<file path="src/rtl/fetch_pkg.sv">
// Shared fetch-front-end types: opcode/RVC constants, FSM states, queue entry layout.
// Build option FETCH_RVC_EN (see fetch_predecode) does not change these definitions.
package fetch_pkg;

    // Queue entries carry PCs at the widest supported XLEN; narrower builds zero-extend.
    localparam int PC_MAX_W = 64;

    localparam logic [6:0] OPC_JAL    = 7'b1101111;
    localparam logic [6:0] OPC_JALR   = 7'b1100111;
    localparam logic [6:0] OPC_BRANCH = 7'b1100011;

    localparam logic [1:0] RVC_Q1  = 2'b01;
    localparam logic [1:0] RVC_Q2  = 2'b10;
    localparam logic [2:0] F3_CJAL = 3'b001;
    localparam logic [2:0] F3_CJ   = 3'b101;
    localparam logic [2:0] F3_CJR  = 3'b100;

    typedef enum logic [1:0] {
        IDLE,
        WAIT,
        HALT
    } fetch_state_t;

    typedef struct packed {
        logic [31:0]         inst;
        logic [PC_MAX_W-1:0] pc;
        logic [PC_MAX_W-1:0] pred_pc;
        logic                is_rvc;
    } fetch_entry_t;

endpackage

</file>
<file path="src/rtl/fetch_predecode.sv">
// Static next-PC predecode of one fetched word; FETCH_RVC_EN enables 16-bit handling.
// Latency: purely combinational.
// Backpressure: none, evaluated every cycle on the current response.
module fetch_predecode
    import fetch_pkg::*;
#(
    parameter int XLEN = 32
) (
    input  logic [31:0]     inst,
    input  logic [XLEN-1:0] pc,
    output logic [XLEN-1:0] next_pc,
    output logic            is_rvc,
    output logic            halt
);

    logic [XLEN-1:0] imm_j;
    assign imm_j = {{(XLEN-20){inst[31]}}, inst[19:12], inst[20], inst[30:21], 1'b0};

`ifdef FETCH_RVC_EN
    logic [XLEN-1:0] imm_cj;
    assign imm_cj = {{(XLEN-11){inst[12]}}, inst[8], inst[10:9], inst[6], inst[7],
                     inst[2], inst[11], inst[5:3], 1'b0};
`else
    logic unused_rd;
    assign unused_rd = ^inst[11:7];
`endif

    always_comb begin
        next_pc = pc + XLEN'(4);
        is_rvc  = 1'b0;
        halt    = 1'b0;
`ifdef FETCH_RVC_EN
        if (inst[1:0] != 2'b11) begin
            is_rvc  = 1'b1;
            next_pc = pc + XLEN'(2);
            if (inst[1:0] == RVC_Q1 && (inst[15:13] == F3_CJ || inst[15:13] == F3_CJAL))
                next_pc = pc + imm_cj;
            else if (inst[1:0] == RVC_Q2 && inst[15:13] == F3_CJR &&
                     inst[6:2] == 5'd0 && inst[11:7] != 5'd0)
                halt = 1'b1;
        end else
`endif
        begin
            case (inst[6:0])
                OPC_JAL:    next_pc = pc + imm_j;
                OPC_JALR:   halt    = 1'b1;
                OPC_BRANCH: next_pc = pc + XLEN'(4);   // static not-taken
                default:    next_pc = pc + XLEN'(4);
            endcase
        end
    end

endmodule

</file>
<file path="src/rtl/fetch_unit.sv">
// Instruction fetch unit: one outstanding memory request, QDEPTH-entry decoupling queue (FETCH_RVC_EN selects RVC support).
// Latency: response sampled at edge k appears on deq_* after edge k; issue-to-issue at least 2 cycles.
// Backpressure: deq_ready stalls dequeue; no request is issued while the queue is full.
module fetch_unit
    import fetch_pkg::*;
#(
    parameter int              XLEN     = 32,
    parameter int              QDEPTH   = 8,
    parameter logic [XLEN-1:0] RESET_PC = '0
) (
    input  logic            clk,
    input  logic            rst_n,
    output logic            mem_req,
    output logic [XLEN-1:0] mem_addr,
    input  logic            mem_valid,
    input  logic [31:0]     mem_data,
    input  logic            redirect_valid,
    input  logic [XLEN-1:0] redirect_pc,
    output logic            deq_valid,
    input  logic            deq_ready,
    output logic [31:0]     deq_inst,
    output logic [XLEN-1:0] deq_pc,
    output logic [XLEN-1:0] deq_pred_pc,
    output logic            deq_is_rvc,
    output logic            flush
);

    localparam int AW = $clog2(QDEPTH);
    localparam int CW = AW + 1;

    fetch_state_t    state;
    logic [XLEN-1:0] fetch_pc;
    logic            drop;
    logic [AW-1:0]   head, tail, head_n;
    logic [CW-1:0]   count, remain;
    fetch_entry_t    q [QDEPTH];
    fetch_entry_t    deq_q, enq_entry;
    logic [XLEN-1:0] pd_next, redirect_tgt;
    logic            pd_rvc, pd_halt, enq, fire;

    fetch_predecode #(.XLEN(XLEN)) u_predecode (
        .inst    (mem_data),
        .pc      (fetch_pc),
        .next_pc (pd_next),
        .is_rvc  (pd_rvc),
        .halt    (pd_halt)
    );

`ifdef FETCH_RVC_EN
    assign redirect_tgt = {redirect_pc[XLEN-1:1], 1'b0};
`else
    assign redirect_tgt = {redirect_pc[XLEN-1:2], 2'b00};
`endif

    logic unused_redirect_lsb;
    assign unused_redirect_lsb = ^redirect_pc[1:0];

    generate
        if (XLEN < PC_MAX_W) begin : g_pc_hi
            logic unused_pc_hi;
            assign unused_pc_hi = ^{deq_q.pc[PC_MAX_W-1:XLEN], deq_q.pred_pc[PC_MAX_W-1:XLEN]};
        end
    endgenerate

    assign deq_valid   = (count != '0);
    assign fire        = deq_valid & deq_ready;
    assign enq         = (state == WAIT) && mem_valid && !redirect_valid;
    assign head_n      = head + AW'(fire);
    assign remain      = count - CW'(fire);
    assign deq_inst    = deq_q.inst;
    assign deq_pc      = deq_q.pc[XLEN-1:0];
    assign deq_pred_pc = deq_q.pred_pc[XLEN-1:0];
    assign deq_is_rvc  = deq_q.is_rvc;

    always_comb begin
        enq_entry.inst    = pd_rvc ? {16'h0000, mem_data[15:0]} : mem_data;
        enq_entry.pc      = PC_MAX_W'(fetch_pc);
        enq_entry.pred_pc = PC_MAX_W'(pd_next);
        enq_entry.is_rvc  = pd_rvc;
    end

    always_ff @(posedge clk) begin
        if (enq)
            q[tail] <= enq_entry;
    end

    always_ff @(posedge clk or negedge rst_n) begin
        if (!rst_n) begin
            state    <= IDLE;
            fetch_pc <= RESET_PC;
            drop     <= 1'b0;
            head     <= '0;
            tail     <= '0;
            count    <= '0;
            mem_req  <= 1'b0;
            mem_addr <= '0;
            flush    <= 1'b0;
            deq_q    <= '0;
        end else begin
            mem_req <= 1'b0;
            flush   <= 1'b0;
            if (redirect_valid) begin
                // A response arriving with the redirect is simply lost; otherwise one is still owed.
                state    <= IDLE;
                fetch_pc <= redirect_tgt;
                drop     <= ((state == WAIT) || drop) && !mem_valid;
                head     <= '0;
                tail     <= '0;
                count    <= '0;
                flush    <= 1'b1;
            end else begin
                head  <= head_n;
                count <= count + CW'(enq) - CW'(fire);
                if (enq)
                    tail <= tail + AW'(1);
                // Keep the registered head view in step with the post-edge queue head.
                if (enq && remain == '0)
                    deq_q <= enq_entry;
                else if (remain != '0)
                    deq_q <= q[head_n];
                case (state)
                    IDLE: begin
                        if (drop) begin
                            if (mem_valid)
                                drop <= 1'b0;
                        end else if (count < CW'(QDEPTH)) begin
                            mem_req  <= 1'b1;
                            mem_addr <= fetch_pc;
                            state    <= WAIT;
                        end
                    end
                    WAIT: begin
                        if (mem_valid) begin
                            fetch_pc <= pd_next;
                            state    <= pd_halt ? HALT : IDLE;
                        end
                    end
                    HALT:    ;
                    default: state <= IDLE;
                endcase
            end
        end
    end

endmodule

</file>
<file path="config.mk">
export PLATFORM = sky130hd
export DESIGN_NAME = fetch_unit
export DESIGN_NICKNAME = d
export VERILOG_FILES = /design/src/rtl/fetch_pkg.sv /design/src/rtl/fetch_predecode.sv /design/src/rtl/fetch_unit.sv
export SDC_FILE = /design/constraint.sdc
export NUM_CORES = 1
export LEC_CHECK = 0
export ABC_AREA = 1
export BUFFER_PORTS_ARGS = -buffer_cell sky130_fd_sc_hd__buf_2
export CAP_MARGIN = 5
export CORE_AREA = 4 4 230 344
export DETAILED_ROUTE_END_ITERATION = 10
export DIE_AREA = 0 0 234 348
export PLACE_DENSITY = 0.72
export SKIP_LAST_GASP = 1
export SYNTH_ARGS = -nofsm -noshare
export SYNTH_HDL_FRONTEND = slang
export SYNTH_HIERARCHICAL = 1
export SYNTH_SLANG_ARGS = --single-unit
</file>
<file path="constraint.sdc">
create_clock -name clk -period 8.1 [get_ports clk]
set_input_delay 0 -clock clk [delete_from_list [all_inputs] [get_ports clk]]
set_output_delay 0 -clock clk [all_outputs]
set_load 0.01 [all_outputs]
</file>
==> impl_metrics.csv <==
group,metric,value,unit
grt,grt_usage,0.288,
clock_tree,cts_tree,"done",
synthesis,synth_edf_count,776,
clock_tree,htree_levels,3,
synthesis,synth_commonest_cells,"nand2_1, edfxtp_1, nand3_1",
sta,rsz0062_at_grt,"false",
synthesis,syn_area,42400,µm²
clock_tree,post_cts_buffers,0,
sta,drv_slew,0,
critical_path,critical_path_arrival,4830,ps
flow_run,cap_violations,0,
status,status,"completed",
power_and_ir_drop,sequentialPowerShare,0.383,
critical_path,r2r_cells,13,
power_and_ir_drop,leakagePower,20.5,nW
hold_path,worstHoldPathCells,4,
power_and_ir_drop,powerDensity,340,nW/µm²
sta,skew,32.6,ps
clock_tree,cts_made_buffers,86,
synthesis,synth-simple-area-share,0.241,
synthesis,synth_xor_area_frac,0.00493,
die,coreArea,76200,µm²
sta,finalCritPeriodShare,0.524,
sta,setup_viol,0,
synthesis,seq_area_frac_synth,0.654,
synthesis,synth_ff_type,"edfxtp_1",
die,dieArea,81400,µm²
critical_path,worstSetupStartpoint,"count[3]",
power_and_ir_drop,peakVddDrop,0.422,mV
clock_tree,cts_buffer_depth,3,
grt,grt_max_degree,231,
critical_path,crit_path_end,"deq_pc[24]",
synthesis,synthArstFlopShare,0.185,
sta,finalWorstPathRequiredPeriod,4250,ps
place,place_congestion,0.959,
synthesis,netlist_instances,4315,
die,fp.dieW,234,µm
hold_path,hold_path.class,"input port to register",
critical_path,r2r_start,"count[3]",
drt,drtPass1Iterations,7,
critical_path,worstPathMaxFanout,89,
critical_path,r2r_setup_slack,3850,ps
drt,vias,31500,
power_and_ir_drop,clock_power_share,0.255,
sta,setup_tns,0,ps
synthesis,ys_ff_latch,952,
power_and_ir_drop,combPwrFrac,0.362,
sta,fmax,235,MHz
synthesis,synth.area.top_cells,"edfxtp_1, nand2_1, dfrtp_1",
drt,drt_iter0_markers,3167,
synthesis,synth_nets,4427,
die,initial_core_util,0.556,
clock_tree,clock_sinks,952,
drt,ant_nets,0,
grt,globalRouteOverflowTotal,0,
power_and_ir_drop,p_int,10.0,mW
clock_tree,path_clk_slew,60,ps
sta,max_slew_margin,0.169,
final_layout,nFillCells,5928,
power_and_ir_drop,p_sw,6.24,mW
synthesis,muxShareOfSynthArea,0,
grt,grtUsageMet3,0.0371,
grt,grt_pass1_vias,30200,
synthesis,synth_most_common_cell,"nand2_1",
clock_tree,clk_latency,680,ps
die,fp.dieH,348,µm
grt,use_met2,0.488,
synthesis,yosys.cell_types.count,47,
sta,hold_viol_final,0,
drt,drc_errors,0,
synthesis,synth_compound_area_frac,0.0304,
grt,gr-max-usage-layer,"met2",
synthesis,yosys_warnings,6,
final_layout,nets,4615,
drt,viasPerCell,5.64,
power_and_ir_drop,p_total,16.3,mW
synthesis,synthAdderAreaFrac,0.0131,
synthesis,synth_top_area_frac,0.550,
grt,antenna_found_initial,1,
critical_path,r2r_end,"deq_pc[24]",
critical_path,end_kind,"register",
power_and_ir_drop,switching_share,0.384,
place,dp_hpwl,67.8,mm
critical_path,start_kind,"register",
grt,grt_pass1_wl,178,mm
die,ios,201,
final_layout,syn2layout_area_growth,13.0,%
critical_path,critPathRequiredTime,8690,ps
grt,met1_usage,0.371,
synthesis,yosysTopAreaCell,"edfxtp_1",
drt,post_drt_wl_per_cell,21.2,µm
final_layout,drive_gt1_frac,0.0929,
synthesis,syn_avg_cell_area,9.82,µm²
sta,max_slew.worst_pin.slew,1240,ps
critical_path,critPathKind,"register to register",
drt,wirelength,118,mm
synthesis,synth_top_family_by_area,"simple AND/OR/NAND/NOR gates",
place,portBuffers,198,
die,rows,124,
clock_tree,root_buffer,"clkbuf_16",
[stage by stage]
stage / util / hold WS (ps) / cell area, µm² / setup WS (ps) / instances
2_1_floorplan: - / -296 / 42400 / 2380 / 4315
3_3_place_gp: 0.581 / 4.64 / 44300 / 3900 / 5356
3_5_place_dp: 0.581 / 6.91 / 44300 / 3890 / 5356
4_1_cts: 0.628 / 81.4 / 47900 / 3880 / 5585
5_1_grt: 0.628 / 132 / 47900 / 3630 / 5585
6_report: 0.628 / 109 / 47900 / 3850 / 5587
[sequential cells by signal (all words and copies together), names as in the netlist, 2 cells and up]
name and cells:
deq_pc 32, deq_inst 32, count 4, head 3
tail 3, state 2, q 776, mem_addr 32
deq_pred_pc 32, fetch_pc 32
[how the worst min path moves through the flow]
stage,startpoint,end,slack [ps]
global placement,rst_n,deq_inst[5],5
finish,redirect_pc[23],fetch_pc[23],110
floorplan,rst_n,count[0],-300
detailed placement,rst_n,deq_inst[5],7
CTS,redirect_pc[23],fetch_pc[23],80
global route,redirect_pc[15],fetch_pc[15],130
[layer usage]
| metal | vias up | part of all wire | wire length, µm |
|---|---|---|---|
| met5 | - | 0 | 0 |
| met4 | 0 | 0.044 | 5230 |
| met3 | 247 | 0.080 | 9400 |
| met2 | 1490 | 0.50 | 58700 |
| met1 | 15100 | 0.38 | 44800 |
| li1 | 14700 | - | - |
[cell type report]
type | count | area, µm² | area share
Sequential cell | 952 | 27700 | 0.579
Antenna cell | 2 | 5.00 | 0.000105
Inverter | 407 | 1540 | 0.0322
Clock inverter | 40 | 470 | 0.00983
Multi-Input combinational cell | 2743 | 12400 | 0.259
Timing Repair Buffer | 313 | 2090 | 0.0436
Clock buffer | 122 | 2410 | 0.0503
Tap cell | 1008 | 1260 | 0.0263
[cell families (layout without fill, tap and decap cells)]
logic type | count (synthesis) | count (layout)
buffers and inverters | 620 | 882
AOI/OAI and AO/OA | 237 | 237
and+or+nand+nor | 2439 | 2439
xor gates and xnor gates | 23 | 23
other | 1 | 3
adders and majority gates | 43 | 43
DFF | 952 | 952
[worst max-delay path, cell delays in order (launching register included)]
cell     delay, ps
dfrtp_1        390
inv_1          140
ha_1           190
nand3_1         90
and2_1         220
ha_4           500
buf_4          820
buf_4          860
nand2_1        160
nand3_1        140
nand3_1        100
nand3_1        170
nand2_1        150
nand2_1         80
[layout by cell type (no fill, tap or decap), types with 5 or more instances in the layout]
cell and n:
nand2_1 1618, edfxtp_1 776, nand3_1 663, inv_1 394, buf_2 197, dfrtp_1 176, o21ai_0 127, nor2_1 92
clkbuf_16 87, a21oi_1 66, dlygate4sd3_1 66, buf_4 45, ha_1 39, o211ai_1 27, clkbuf_1 25, xor2_1 16
nand4_1 13, clkinv_2 11, nor2_4 10, clkbuf_8 10, clkinv_1 9, inv_2 9, bufinv_16 8, nor3_1 7
nand3b_1 6, inv_6 5, nor2_2 5, o21bai_1 5, xnor2_1 5
[timing repair]
item / 4_1_cts / 5_1_grt
resized for setup: 0 / 0
endpoints found under the hold margin: 322 / 0
hold buffers: 67 / 0
[power groups by stage]
| stage | Sequential (mW) | Combinational (mW) | Clock, mW |
|---|---|---|---|
| after floorplan | 6.36 | 3.87 | 0 |
| after global placement | 6.31 | 5.69 | 0 |
| after detailed placement | 6.32 | 5.80 | 0 |
| after CTS | 6.22 | 5.87 | 4.18 |
| after global routing | 6.27 | 6.58 | 4.38 |
| final | 6.23 | 5.88 | 4.14 |
(Power assumes the default switching activity.)
